--- config.mk ---
export PLATFORM = sky130hd
export DESIGN_NAME = cmd_wb_responder
export DESIGN_NICKNAME = d
export VERILOG_FILES = /design/src/rtl/cmd_wb_responder.sv
export SDC_FILE = /design/constraint.sdc
export NUM_CORES = 1
export LEC_CHECK = 0
export CORE_UTILIZATION = 53
export CTS_CLUSTER_SIZE = 24
export DETAILED_ROUTE_END_ITERATION = 10
export PLACE_DENSITY = 0.9
export SYNTH_ARGS = -nofsm -noshare
export SYNTH_HDL_FRONTEND = slang
export SYNTH_SLANG_ARGS = --single-unit
--- constraint.sdc ---
create_clock -name clk -period 6.25 [get_ports clk]
set_clock_uncertainty 0.15 [all_clocks]
set_input_delay 1.875 -clock clk [delete_from_list [all_inputs] [get_ports clk]]
set_output_delay 1.875 -clock clk [all_outputs]
set_load 0.03 [all_outputs]
--- src/rtl/cmd_wb_responder.sv ---
// Command/response word responder that turns each accepted 34-bit command into
// at most one pipelined Wishbone single-word access and exactly one response word.
module cmd_wb_responder #(
  parameter int TIMEOUT_CYCLES = 255
) (
  input  logic        clk,
  input  logic        reset,
  input  logic        cmd_stb,
  input  logic [33:0] cmd_word,
  output logic        cmd_busy,
  output logic        rsp_stb,
  output logic [33:0] rsp_word,
  output logic        wb_cyc,
  output logic        wb_stb,
  output logic        wb_we,
  output logic [31:0] wb_adr,
  output logic [31:0] wb_dat_o,
  output logic [3:0]  wb_sel,
  input  logic [31:0] wb_dat_i,
  input  logic        wb_ack,
  input  logic        wb_err,
  input  logic        wb_stall
);

  typedef enum logic [1:0] {S_IDLE, S_REQ, S_WAIT, S_RESP} state_t;

  localparam logic [1:0] OP_SETADDR = 2'b00;
  localparam logic [1:0] OP_WRITE   = 2'b01;
  localparam logic [1:0] OP_READ    = 2'b10;
  localparam logic [1:0] OP_NOP     = 2'b11;
  localparam logic [7:0] TO_LAST    = 8'(TIMEOUT_CYCLES - 1);

  state_t      state_q, state_d;
  logic [31:0] addr_q;
  logic        inc_q;
  logic [7:0]  tcnt_q;
  logic [31:0] adr_q;
  logic [31:0] dat_q;
  logic        we_q;
  logic [33:0] rsp_q;
  logic [33:0] rsp_d;
  logic        rsp_load;
  logic        bump;
  logic        accept;

  // Successful completion: writes echo the address used, reads return bus data.
  function automatic logic [33:0] ok_word(input logic we, input logic [31:0] adr,
                                          input logic [31:0] rdata);
    return we ? {OP_WRITE, adr} : {OP_READ, rdata};
  endfunction

  assign accept = cmd_stb && (state_q == S_IDLE);

  always_comb begin
    state_d  = state_q;
    rsp_load = 1'b0;
    rsp_d    = rsp_q;
    bump     = 1'b0;
    case (state_q)
      S_IDLE: begin
        if (accept) begin
          case (cmd_word[33:32])
            OP_SETADDR: begin
              state_d  = S_RESP;
              rsp_load = 1'b1;
              rsp_d    = {OP_SETADDR, cmd_word[31:2], 2'b00};
            end
            OP_NOP: begin
              state_d  = S_RESP;
              rsp_load = 1'b1;
              rsp_d    = {OP_NOP, 32'hFFFF_FFFF};
            end
            default: state_d = S_REQ;
          endcase
        end
      end
      S_REQ: begin
        // A completion sampled together with the accepted strobe is honoured.
        if (!wb_stall) begin
          if (wb_err) begin
            state_d  = S_RESP;
            rsp_load = 1'b1;
            rsp_d    = {2'b11, adr_q};
          end else if (wb_ack) begin
            state_d  = S_RESP;
            rsp_load = 1'b1;
            rsp_d    = ok_word(we_q, adr_q, wb_dat_i);
            bump     = inc_q;
          end else begin
            state_d = S_WAIT;
          end
        end
      end
      S_WAIT: begin
        if (wb_err || (!wb_ack && tcnt_q == TO_LAST)) begin
          state_d  = S_RESP;
          rsp_load = 1'b1;
          rsp_d    = {2'b11, adr_q};
        end else if (wb_ack) begin
          state_d  = S_RESP;
          rsp_load = 1'b1;
          rsp_d    = ok_word(we_q, adr_q, wb_dat_i);
          bump     = inc_q;
        end
      end
      S_RESP:  state_d = S_IDLE;
      default: state_d = S_IDLE;
    endcase
  end

  always_ff @(posedge clk) begin
    if (reset) begin
      state_q <= S_IDLE;
      addr_q  <= '0;
      inc_q   <= 1'b0;
      tcnt_q  <= '0;
      adr_q   <= '0;
      dat_q   <= '0;
      we_q    <= 1'b0;
      rsp_q   <= '0;
    end else begin
      state_q <= state_d;
      if (rsp_load) rsp_q <= rsp_d;
      if (bump) addr_q <= addr_q + 32'd4;
      if (accept) begin
        tcnt_q <= '0;
        case (cmd_word[33:32])
          OP_SETADDR: begin
            addr_q <= {cmd_word[31:2], 2'b00};
            inc_q  <= cmd_word[0];
          end
          OP_WRITE: begin
            adr_q <= addr_q;
            we_q  <= 1'b1;
            dat_q <= cmd_word[31:0];
          end
          OP_READ: begin
            adr_q <= addr_q;
            we_q  <= 1'b0;
          end
          default: ;
        endcase
      end else if (state_q == S_WAIT) begin
        tcnt_q <= tcnt_q + 8'd1;
      end
    end
  end

  assign cmd_busy = (state_q != S_IDLE);
  assign rsp_stb  = (state_q == S_RESP);
  assign rsp_word = rsp_q;
  assign wb_cyc   = (state_q == S_REQ) || (state_q == S_WAIT);
  assign wb_stb   = (state_q == S_REQ);
  assign wb_we    = we_q;
  assign wb_adr   = adr_q;
  assign wb_dat_o = dat_q;
  assign wb_sel   = wb_cyc ? 4'hF : 4'h0;

endmodule

* After elaboration in Yosys (flattened, before gate mapping)
Cells that the tools add are included.
Word-level totals: register bits after elaboration 142, input bits 72, output and inout bits 107, logic and storage cells 73
Operators by class: add/subtract/negate cells 2, equal/unequal tests 11, mux-type cells 33, reduce and logical (&&, ||, !) cells 19
Operators with widths (count):
- 34-bit 2-to-1 mux | 6
- 34-bit one-hot mux with 3 select lines | 1
- 32-bit 2-to-1 mux | 3
- 34-bit one-hot mux with 2 select lines | 1
- 32-bit by 3-bit adder with 32-bit output (second input constant) | 1
- 1-bit 2-to-1 mux | 12
- 2-bit 2-to-1 mux | 5
- 8-bit by 1-bit adder with 8-bit output (second input constant) | 1
- 2-bit == test (second input constant) | 4
- 8-bit == test (second input constant) | 1
- 2-bit one-hot mux with 4 select lines | 1
- 2-bit AND reduction | 4
- 2-bit OR reduction | 3
- 5-bit AND reduction | 1
- 2-bit by 1-bit == test with 1-bit output (second input constant) | 2
- 2-bit logical NOT | 2
- 4-bit 2-to-1 mux | 1
- 2-bit != test (second input constant) | 2
- 1-bit one-hot mux with 2 select lines | 2
- 2-bit nonzero test | 2
- 3-bit by 1-bit != test with 1-bit output (second input constant) | 1
- 3-bit != test (second input constant) | 1
- 1-bit one-hot mux with 3 select lines | 1
- 3-bit AND reduction | 1
- 4 further kinds | 6

* Longest topological paths before layout
word-level depth 8, depth in mapped cells 10, depth with buffers taken out 7

* Worst setup path after synthesis
OpenSTA, ideal clock, no wires.
kind input-to-reg, start point in cmd_word[32], end point reg rsp_q[11], in the netlist rsp_word[11], library setup time 131 ps, arrival 3274 ps, data required time 5969 ps, path slack 2695 ps, stages 9, path buffers 3, cell sequence ha_1 clkbuf_1 o21ai_1 a221oi_1 o31ai_1 buf_2 clkbuf_1 nand3b_1 o41ai_1
On the way: cells in the longest elaborated chain, start to end 6, elaborated cells on any way between the ends 11, those cells by class eq/ne: 2; mux: 6; reduce/logical: 3
RTL lines:
- start, declared | line 9 | input logic [33:0] cmd_word,
- 2-bit == test / 2-bit logical NOT (equally long branches) | line 62 | case (cmd_word[33:32])
- 2-bit OR reduction (no source line)
- 1-bit 2-to-1 mux | line 62
- 1-bit 2-to-1 mux | line 61 | if (accept) begin
- 1-bit one-hot mux with 3 select lines | line 59 | case (state_q)
- 5-bit AND reduction (no source line)
- end signal, assigned | line 123 | if (rsp_load) rsp_q <= rsp_d;
- end, declared | line 40 | logic [33:0] rsp_q;
Several ways; a longest one is shown, not always the timed one. The select of a mux whose other input is x is not followed. A chain may end at the register's enable or synchronous reset.

* Final worst setup path
start point in cmd_word[33], end point reg rsp_q[3], in the netlist rsp_word[3]
The elaborated chain is that of the path after synthesis.

==> impl_metrics.json <==
{
  "outcome": "finished, final reports clean",
  "gp_congestion": 0.8935,
  "finalSetupViolations": 0,
  "drtIter0Drc": 865,
  "synth.largest_area_cell": "dfxtp_1",
  "multi_input_area_um2": 3817,
  "drc": 0,
  "period_minus_slack_ns": 4.627,
  "fin_crit_sh_pct": 74.03,
  "p_per_area_nw_per_um2": 395.8,
  "num_io_pins": 179,
  "core-area_um2": 12770,
  "track_usage_pct": 30.84,
  "seq_area_um2": 2763,
  "worst_pin_slew_ns": 1.172,
  "rows": 41,
  "synthTopCellsByArea": "dfxtp_1, nand2_1, a21oi_1, nor2_1, xor2_1",
  "num-fill-cells": 871,
  "post_drt_wl_per_cell_um": 17.60,
  "io_buffers": 176,
  "crit_arrival_ns": 4.78,
  "yosysWarnings": 0,
  "area_growth_pct": 33.78,
  "synthArstFlopShare_pct": 0,
  "critPathSlowestCell": "o31a_1",
  "crit_path_end_kind": "register",
  "netlist_area_um2": 7029,
  "rsz0062_at_grt": "false",
  "synth_flop_cell": "dfxtp_1",
  "grt_max_degree": 94,
  "ys_seq_area_share_pct": 39.30,
  "drv_slew": 0,
  "min_from": "wb_dat_o[9]",
  "cap_violations": 0,
  "r2r_start": "state_q[0]",
  "yosys.area.top_type_share_pct": 39.30,
  "cts_max_level": 4,
  "hp-class": "register to register",
  "start_kind": "input port",
  "ctsRootBufferMaster": "clkbuf_16",
  "cts_setup_buffers": 0,
  "required_ns": 6.41,
  "dp.final_hpwl_um": 14440,
  "cts_hold_buf": 0,
  "fin_setup_tns_ns": 0,
  "netlist_top_cells_count": "nand2_1, dfxtp_1, nor2_1",
  "clock_latency_ns": 0.42,
  "cp_num_buf_inv": 2,
  "synth_edf_count": 0,
  "worst_slack_ns": 1.623,
  "synth_cells": 902,
  "synth_most_common_cell": "nand2_1",
  "start_util_pct": 55.03,
  "detail-route-antenna-nets": 0,
  "crit_fanout": 30,
  "wirelength_um": 21280,
  "drive_gt1_share_pct": 5.882,
  "hold_end": "wb_dat_o[9]",
  "vias": 7312,
  "drt_pass1_iterations": 6,
  "hold-path-cell-count": 2,
  "r2r_slack_ns": 2.90,
  "cts.repair.resized": 0,
  "synth-seq-cells": 138,
  "critical-path-top-delay-family": "compound AO/OA/AOI/OAI gates",
  "via_per_inst": 6.048,
  "cts_tree": "done",
  "max-vdd-ir-drop_uv": 213.0,
  "numCtsBuffers": 17,
  "cp_slowest_stage_delay_ns": 0.92,
  "reg2regPathDepth": 8,
  "overflow": 0,
  "yosysUniqueCellTypes": 55,
  "clockBufferDepth": 2,
  "fmax_mhz": 216.1,
  "pre_cts_ws_ns": 1.313,
  "path_class": "input port to register",
  "r2r-end": "addr_q[28]",
  "die_w_um": 117.2,
  "nets": 1109,
  "grt_pass1_wl_um": 32570,
  "antenna_found_initial": 0,
  "cts_sinks": 138,
  "avgSynthCellArea_um2": 7.793,
  "hold_violations": 0,
  "dieArea_um2": 13730,
  "path_cells": "clkdlybuf4s50_1, ha_1, buf_4, o21ai_1, a221oi_1, o31a_1, nor2_1, a311oi_1",
  "slew_headroom_pct": 21.86,
  "clkTransAtPathRegs_ns": 0.06,
  "n_antenna_cell": 0,
  "die_h_um": 117.2,
  "grt_pass1_vias": 6555,
  "p_leak_nw": 3.358
}
==> through the flow <==
stage / area, um^2 / cells / util, % / hold slack, ns / total power, mW
after global routing: 9404 / 1209 / 73.62 / 0.3175 / 3.887
final: 9404 / 1209 / 73.62 / 0.3010 / 3.722
after CTS: 9404 / 1209 / 73.62 / 0.3040 / 3.704
after global placement: 8745 / 1178 / 68.46 / 0.2916 / 2.556
after floorplan: 7033 / 903 / - / 0.2871 / 2.117
after detailed placement: 8745 / 1178 / 68.46 / 0.2965 / 2.588
==> cell type report <==
type / count / area share (%)
clock buffer: 20 / 4.963
clock inverter: 11 / 2.049
inverter: 28 / 1.118
multi-input combinational: 652 / 40.59
sequential: 138 / 29.38
tap: 172 / 2.288
timing repair buffer: 188 / 19.61
==> worst max-delay path by stage <==
stage,startpoint,to,slack (ns),cells past startpoint
global route,cmd_word[33],rsp_word[27],1.44,8
finish,cmd_word[33],rsp_word[3],1.62,8
global placement,cmd_word[32],rsp_word[27],1.39,8
CTS,cmd_word[32],rsp_word[3],1.71,8
detailed placement,cmd_word[32],rsp_word[27],1.31,8
floorplan,cmd_word[32],rsp_word[11],2.69,9
==> tightest hold or removal path, cell delays in order (launching register included) <==
cell and delay [ns]:
dfxtp_1 0.30, nand2_1 0.05, a21oi_1 0.05
==> power breakdown <==
group,switching (mW),internal (mW)
combinational,0.940,0.542
sequential,0.115,1.01
clock,0.379,0.737
==> registers in the layout, indices dropped and copies added, names as in the netlist <==
name	count
wb_we	1
addr_q	30
state_q	2
wb_dat_o	32
wb_adr	30
rsp_word	34
inc_q	1
tcnt_q	8
==> per-layer routing <==
layer	vias up	wire (um)	global-route usage (%)	share of wire, %
met5	-	0	0	0
met4	0	775	15.44	3.6
met1	3403	8684	38.19	41
met2	401	9888	49.57	46
li1	3438	-	-	-
met3	70	1929	8.187	9.1
==> cells by family after synthesis <==
family          Yosys count  synth area share [%]
xor+xnor                 30                 3.738
simple gates            347                 22.75
compound gates          243                 22.75
fa+ha+maj                12                 2.136
flops                   138                 39.30
other cells               1               0.05335
mux                      18                 2.563
buf+inv                 113                 6.711
==> layout by cell type, fill, tap and decap left out, types with 10 or more instances in the layout <==
cell type	instances
mux2i_1	18
clkbuf_16	17
nand4_1	16
nor2_1	119
ha_1	12
a21oi_1	100
o2111ai_1	14
a221oi_1	16
and3_1	10
dfxtp_1	138
nand3b_1	15
nand3_1	12
xor2_1	27
nand2_1	142
a311oi_1	21
inv_1	26
a211oi_1	31
buf_4	13
o21ai_0	28
o41ai_1	15
clkdlybuf4s50_1	174
Note: power is estimated with default switching activity, not from simulation.
